<file path="src/rtl/cpu_pkg.sv">
// rtl/cpu_pkg.sv - opcode/phase types and helpers for the accumulator CPU sequencer
package cpu_pkg;

   localparam int OPC_W  = 3;
   localparam int PHASES = 8;
   localparam int PH_W   = $clog2(PHASES);

   typedef enum logic [OPC_W-1:0] {
      HLT = 3'd0,
      SKZ = 3'd1,
      ADD = 3'd2,
      AND = 3'd3,
      XOR = 3'd4,
      LDA = 3'd5,
      STO = 3'd6,
      JMP = 3'd7
   } opcode_e;

   typedef enum logic [PH_W-1:0] {
      INST_ADDR  = 3'd0,
      INST_FETCH = 3'd1,
      INST_LOAD  = 3'd2,
      IDLE       = 3'd3,
      OP_ADDR    = 3'd4,
      OP_FETCH   = 3'd5,
      ALU_OP     = 3'd6,
      STORE      = 3'd7
   } phase_e;

   // Opcodes that read an operand from memory and load the accumulator.
   function automatic logic is_aluop(input opcode_e op);
      return (op == ADD) || (op == AND) || (op == XOR) || (op == LDA);
   endfunction

endpackage

</file>
<file path="src/rtl/cpu_phase_counter.sv">
// rtl/cpu_phase_counter.sv - run/halt flags and phase register; memory wait under CPU_CTRL_MEM_WAIT_EN
import cpu_pkg::*;

module cpu_phase_counter (
   input  logic             clk,
   input  logic             rst_n,
   input  logic             enable,
   input  logic [OPC_W-1:0] opcode,
`ifdef CPU_CTRL_MEM_WAIT_EN
   input  logic             mem_ready,
`endif
   output logic [PH_W-1:0]  phase,
   output logic             running,
   output logic             halted
);

   phase_e         phase_q;
   logic           running_q;
   logic           halted_q;
   logic           active;
   logic           hlt_now;
   logic           wait_ok;
   logic [PH_W-1:0] phase_nxt;

   // Sequencer is live only once started, enabled and not halted.
   always_comb begin
      active    = running_q & enable & ~halted_q;
      hlt_now   = active && (phase_q == OP_ADDR) && (opcode_e'(opcode) == HLT);
      phase_nxt = phase_q + 3'd1;
`ifdef CPU_CTRL_MEM_WAIT_EN
      // Fetch phases hold until the memory returns data.
      if ((phase_q == INST_FETCH) ||
          ((phase_q == OP_FETCH) && is_aluop(opcode_e'(opcode))))
         wait_ok = mem_ready;
      else
         wait_ok = 1'b1;
`else
      wait_ok = 1'b1;
`endif
   end

   // Phase advance, start latch and sticky halt; halt freezes phase at OP_ADDR.
   always_ff @(posedge clk or negedge rst_n) begin
      if (!rst_n) begin
         phase_q   <= INST_ADDR;
         running_q <= 1'b0;
         halted_q  <= 1'b0;
      end else begin
         if (enable)
            running_q <= 1'b1;
         if (hlt_now)
            halted_q <= 1'b1;
         else if (active && wait_ok)
            phase_q <= phase_e'(phase_nxt);
      end
   end

   assign phase   = phase_q;
   assign running = running_q;
   assign halted  = halted_q;

endmodule

</file>
<file path="src/rtl/cpu_mem_controller.sv">
// rtl/cpu_mem_controller.sv - 8-phase strobe decoder for the accumulator CPU; mem_ready under CPU_CTRL_MEM_WAIT_EN
import cpu_pkg::*;

module cpu_mem_controller (
   input  logic             clk,
   input  logic             rst_n,
   input  logic             enable,
   input  logic [OPC_W-1:0] opcode,
   input  logic             zero,
`ifdef CPU_CTRL_MEM_WAIT_EN
   input  logic             mem_ready,
`endif
   output logic             sel,
   output logic             rd,
   output logic             wr,
   output logic             data_e,
   output logic             ld_ir,
   output logic             inc_pc,
   output logic             ld_pc,
   output logic             ld_ac,
   output logic             halt,
   output logic [2:0]       phase
);

   logic    running;
   logic    halted;
   logic    active;
   logic    aluop;
   opcode_e op;

   cpu_phase_counter u_phase (
      .clk       (clk),
      .rst_n     (rst_n),
      .enable    (enable),
      .opcode    (opcode),
`ifdef CPU_CTRL_MEM_WAIT_EN
      .mem_ready (mem_ready),
`endif
      .phase     (phase),
      .running   (running),
      .halted    (halted)
   );

   // Strobe decode from registered phase; everything is quiet unless active.
   always_comb begin
      sel    = 1'b0;
      rd     = 1'b0;
      wr     = 1'b0;
      data_e = 1'b0;
      ld_ir  = 1'b0;
      inc_pc = 1'b0;
      ld_pc  = 1'b0;
      ld_ac  = 1'b0;
      halt   = halted;
      op     = opcode_e'(opcode);
      aluop  = is_aluop(op);
      active = running & enable & ~halted;
      if (active) begin
         case (phase_e'(phase))
            INST_ADDR: begin
               sel = 1'b1;
            end
            INST_FETCH: begin
               sel = 1'b1;
               rd  = 1'b1;
            end
            INST_LOAD, IDLE: begin
               sel   = 1'b1;
               rd    = 1'b1;
               ld_ir = 1'b1;
            end
            OP_ADDR: begin
               inc_pc = 1'b1;
               halt   = (op == HLT);
            end
            OP_FETCH: begin
               sel = aluop;
               rd  = aluop;
            end
            ALU_OP: begin
               sel    = aluop;
               rd     = aluop;
               inc_pc = (op == SKZ) & zero;
               ld_pc  = (op == JMP);
               data_e = (op == STO);
            end
            STORE: begin
               sel    = aluop;
               rd     = aluop;
               ld_ac  = aluop;
               inc_pc = (op == JMP);
               ld_pc  = (op == JMP);
               wr     = (op == STO);
               data_e = (op == STO);
            end
            default: begin
               sel = 1'b0;
            end
         endcase
      end
   end

endmodule

</file>
<file path="config.mk">
export PLATFORM = sky130hd
export DESIGN_NAME = cpu_mem_controller
export DESIGN_NICKNAME = d
export VERILOG_FILES = /design/src/rtl/cpu_pkg.sv /design/src/rtl/cpu_phase_counter.sv /design/src/rtl/cpu_mem_controller.sv
export SDC_FILE = /design/constraint.sdc
export NUM_CORES = 1
export LEC_CHECK = 0
export BUFFER_PORTS_ARGS = -buffer_cell sky130_fd_sc_hd__buf_2
export CORE_AREA = 4 4 41 43
export DETAILED_ROUTE_END_ITERATION = 10
export DIE_AREA = 0 0 45 47
export GPL_TIMING_DRIVEN = 0
export PLACE_DENSITY = 0.61
export SYNTH_ARGS = -nofsm -noshare
export SYNTH_HDL_FRONTEND = slang
export SYNTH_SLANG_ARGS = --single-unit
</file>
<file path="constraint.sdc">
create_clock -name clk -period 3.6 [get_ports clk]
set_input_delay 0.9 -clock clk [delete_from_list [all_inputs] [get_ports clk]]
set_output_delay 0.9 -clock clk [all_outputs]
set_load 0.01 [all_outputs]
</file>
==> results of run 1 <==
## per-layer routing
metal,part of all wire,wire (um),vias to the layer above
li1,-,-,214
met1,0.45,441,179
met2,0.46,448,12
met3,0.082,80,0
met4,0,0,0
met5,0,0,-
## cell families after synthesis
logic type / Yosys count / synth area share
AO/OA/AOI/OAI: 10 / 0.166
XOR/XNOR: 2 / 0.0387
buffers and inverters: 3 / 0.0249
flip-flops: 5 / 0.276
AND/OR/NAND/NOR: 19 / 0.268
multiplexers: 1 / 0.0331
adder cells (fa/ha/maj): 7 / 0.193
## cell type report
type	instances	area, sq um	share of cell area
tap	15	18.8	0.0319
clock buffer	4	26.3	0.0447
inverter	3	11.3	0.0191
sequential	5	125	0.213
multi-input combinational	39	317	0.538
timing repair buffer	18	90.1	0.153
## worst paths after layout
| path | from | endpoint | cells past startpoint |
|---|---|---|---|
| min in group clk | u_phase.running$_DFFE_PN0P_ | u_phase.running$_DFFE_PN0P_ | 1 |
| worst min-delay path | rst_n | u_phase.halted$_DFFE_PN0P_ | 1 |
| worst max-delay path | u_phase.phase[1]$_DFFE_PN0P_ | sel | 6 |
| worst max register to register | u_phase.phase[0]$_DFFE_PN0P_ | u_phase.phase[1]$_DFFE_PN0P_ | 5 |
| max in group asynchronous | rst_n | u_phase.phase[1]$_DFFE_PN0P_ | 1 |
| worst min register to register | u_phase.running$_DFFE_PN0P_ | u_phase.running$_DFFE_PN0P_ | 1 |
## where the power goes
group	total, mW	switching [mW]	internal [mW]
Clock	0.0622	0.0205	0.0417
Sequential	0.107	0.0277	0.0793
Combinational	0.279	0.145	0.133
Total	0.448	0.193	0.254
## cell usage in the layout (no fill, tap or decap), drive strengths merged, types with 2 or more instances in the layout
cell    netlist  final
a21oi         4      4
inv           3      3
a31oi         2      2
buf           0     18
or2           2      2
nor2          2      2
dfrtp         5      5
ha            7      7
nor3b         3      3
nor3          2      2
nand2         3      3
nand4         2      2
o21bai        2      2
clkbuf        0      4
## registers in the layout, summed over array words and instances (netlist names)
| name | cells |
|---|---|
| u_phase.phase | 3 |
| u_phase.halted | 1 |
| u_phase.running | 1 |
## stage by stage
step / setup slack [ps] / instances
2_1_floorplan: 1140 / 47
3_5_place_dp: 944 / 80
4_1_cts: 743 / 84
5_1_grt: 618 / 84
3_3_place_gp: 959 / 80
6_report: 771 / 84
## critical path, delay by kind of cell, from the launching register on
family | cells | cell delay [ps]
compound gates | 3 | 680
buf+inv | 1 | 150
fa+ha+maj | 2 | 440
flops | 1 | 410
==> flow_summary.toml, run 1 <==
[timing]
clock-skew-final_ps = 0.809
post-route-period-util = 0.786
finalSetupViolCount = 0
final_max_slew_viol_count = 0
relSlewSlack = 0.799
fmax_mhz = 353
hold-worst-slack_ps = 465
worst_slew_pin_slew_ps = 301
finalSetupTns_ps = 0
rsz0062_at_grt = "false"
min_period_ps = 2830
hold_violations = 0

[placed_design]
placed_area_sq_um = 562
gp_congestion = 0.718
hpwl_um = 795
portBuffers = 18

[grt]
grt.total_usage = 0.101
grt_max_degree = 9
overflow = 0
first_global_vias = 355
grt_util_met2 = 0.141
globalRouteMet3Util = 0.0421
met1_usage = 0.125
antenna_found_initial = 0
grt_pass1_wl_mm = 1.50
grt.busiest_layer = "met2"

[yosys]
ys_top_cells_by_count = "ha_1, dfrtp_1, a21oi_1, inv_1, nand2_1"
yosys.cell_types.count = 24
synth_top_cells_by_area = "dfrtp_1, ha_1, nor3b_4"
netlist.area_leader.share = 0.276
syn_avg_cell_area_sq_um = 9.64
yosysMostFrequentCell = "ha_1"
ys_warn_count = 0
async_reset_ff_frac = 1.00
ys.flop_type = "dfrtp_1"
synth_area_sq_um = 453
synth_enable_flop_cells = 0
synth_area_leader_cell = "dfrtp_1"
synth_seq_cells = 5
syn_nets = 61
postSynthCellCount = 47
ys_seq_area_frac = 0.276

[finish]
fill_cells = 153
utilization = 0.452
design_area_sq_um = 588
fin_nets = 84
insertedDiodeCount = 0
layout-drive-gt1-share = 0.391
area_growth_pct = 29.8

[clock_tree]
cts_buffers = 3
hold_buffers = 0
htree_levels = 1
cts_root_buffer = "clkbuf_4"
post_cts_resize_count = 0
clock_latency_ps = 230
post-cts-setup-buffers = 0
cts_max_path_buffers = 2
clkTransAtPathRegs_ps = 40
cts_tree = "built"
cts.sink_count = 5

[pwr]
p_per_area_nw_per_um2 = 761
p_total_uw = 448
ir_worst_vdd_mv = 0.376
leakagePower_nw = 0.299

[floorplan]
fp-row-count = 13
initial_core_util = 0.348
die_x_um = 45
dieHeight_um = 47
dieArea_sq_um = 2120
io_pins = 19
core_area_sq_um = 1300

[flow_run]
max_cap_violations = 0

[routing]
dr.first_iter.drc_count = 9
dr.pass1.iters = 4
routed_wl_um = 970
dr_total_vias = 405
viasPerCell = 4.82
detail_route.wl_per_cell_um = 11.5
drc_errors = 0
ant_nets = 0

[worst_setup_path]
path_class = "register to output pin"
critPathLaunchType = "register"
max_stage_delay_ps = 410
slowest_stage = "dfrtp_1"
worstPathArrival_ps = 1930
required_ps = 2700
cp_max_fo = 5
critical_path.cell_chain = "ha_1 -> ha_1 -> a211o_1 -> a221oi_2 -> a21oi_1 -> buf_2"
crit_top_cell = "ha_1"
reg2reg_slack_ps = 2060
end_kind = "output pin"

[outcome]
status = "complete, no violations"

[hold_path]
hp-class = "input port to asynchronous set/reset pin"
Note: power is estimated with default switching activity, not from simulation.
==> inputs of run 2 (changes only) <==
Settings changed: PLACE_DENSITY 0.61 to 0.63.
Clock period 3.6 ns to 2.52 ns, I/O delays scaled along.
==> flow_summary.toml, run 2 (synthesized netlist as in run 1, its figures left out) <==
[worst_setup_path]
cp_max_fo = 4
critPathLaunchType = "register"
path_class = "register to output pin"
max_stage_delay_ps = 430
critical_path.cell_chain = "ha_4 -> ha_4 -> a211o_1 -> a221oi_2 -> a21oi_1 -> buf_2"
reg2reg_from = "u_phase.phase[0]$_DFFE_PN0P_"
critPathTopFamily = "compound AO/OA/AOI/OAI gates"
reg2reg_slack_ps = 1000
worstPathArrival_ps = 1830
end_kind = "output pin"
crit_top_cell = "ha_4"
reg2regPathDepth = 5
r2r-end = "u_phase.phase[1]$_DFFE_PN0P_"
required_ps = 1890
crit_buf_inv = 1
slowest_stage = "dfrtp_2"

[finish]
fill_cells = 129
multi_input_area_sq_um = 354
area_growth_pct = 42.0
largest_register_ff_count = 3
layout.cells.non_filler = 86
regArea_sq_um = 128
final_cell_mix = "buf_2, ha_1"
fin_nets = 86
final_common_cell = "buf_2"
layout-drive-gt1-share = 0.493
utilization = 0.494
insertedDiodeCount = 0

[routing]
dr.first_iter.drc_count = 8
detail_route.wl_per_cell_um = 11.5
dr_total_vias = 411
routed_wl_um = 992
dr.pass1.iters = 4
ant_nets = 0
viasPerCell = 4.78
drc_errors = 0

[placed_design]
place_inst = 80
gp_congestion = 0.795
dp_slack_ps = 198
portBuffers = 18
hpwl_um = 791

[clock_tree]
cts_max_path_buffers = 2
cts_root_buffer = "clkbuf_4"
cts_buffers = 3
clkTransAtPathRegs_ps = 40
cts_tree = "built"
clock_latency_ps = 230
htree_levels = 1
cts.sink_count = 5
hold_buffers = 0

[pwr]
leakagePower_nw = 0.306
ir_worst_vdd_mv = 0.597
p_total_uw = 711
p_per_area_nw_per_um2 = 1100

[floorplan]
initial_core_util = 0.348
io_pins = 19
die_x_um = 45
dieHeight_um = 47
dieArea_sq_um = 2120
core_area_sq_um = 1300
fp-row-count = 13

[timing]
min_period_ps = 2460
hold_violations = 0
fmax_mhz = 407
finalSetupTns_ps = 0
final_max_slew_viol_count = 0
clock-skew-final_ps = 0.383
fin_ws_ps = 61.4
relSlewSlack = 0.798
rsz0062_at_grt = "true"
finalSetupViolCount = 0
worst_slew_pin_slew_ps = 303
post-route-period-util = 0.976

[outcome]
status = "complete, no violations"

[grt]
antenna_found_initial = 0
grt_pass1_wl_mm = 1.60
first_global_vias = 400
grt.total_usage = 0.102
grt_max_degree = 9
overflow = 0

[flow_run]
max_cap_violations = 0

[hold_path]
hp-class = "input port to asynchronous set/reset pin"
run 2: worst max path at each step:
stage,to,depth (start not counted),startpoint,slack [ps]
after floorplan,sel,5,u_phase.phase[0]$_DFFE_PN0P_,330
after global placement,sel,6,u_phase.phase[0]$_DFFE_PN0P_,210
after detailed placement,sel,6,u_phase.phase[0]$_DFFE_PN0P_,200
after CTS,sel,6,u_phase.phase[0]$_DFFE_PN0P_,2
after global routing,sel,6,u_phase.phase[0]$_DFFE_PN0P_,-20
final,sel,6,u_phase.phase[0]$_DFFE_PN0P_,60
run 2: power breakdown:
group | switching [mW] | leakage (nW) | internal [mW]
clock | 0.0287 | 0.0150 | 0.0596
combinational | 0.226 | 0.238 | 0.229
sequential | 0.0511 | 0.0534 | 0.117
run 2: timing repair:
| item | CTS | global route |
|---|---|---|
| setup buffers | 0 | 2 |
| pin swaps | 1 | 4 |
| gates resized for setup | 1 | 8 |
| endpoints found under the setup margin | 2 | 2 |
run 2: area by class of cell:
type                       count  share of cell area
tap                           15              0.0292
sequential                     5               0.198
timing repair buffer          20               0.163
clock buffer                   4              0.0409
inverter                       3              0.0175
multi-input combinational     39               0.551
run 2: per-stage QoR:
| step | hold slack [ps] | instance area (sq um) |
|---|---|---|
| 5_1_grt | 192 | 643 |
| 2_1_floorplan | 334 | 453 |
| 6_report | 199 | 643 |
| 4_1_cts | 193 | 591 |
| 3_3_place_gp | 445 | 562 |
| 3_5_place_dp | 447 | 562 |
run 2: metal layers:
metal	global-route usage	vias up	routed length, um
met3	0.0153	0	69
met5	0	-	0
li1	-	216	-
met1	0.134	184	464
met4	0.0526	0	0
met2	0.161	11	459
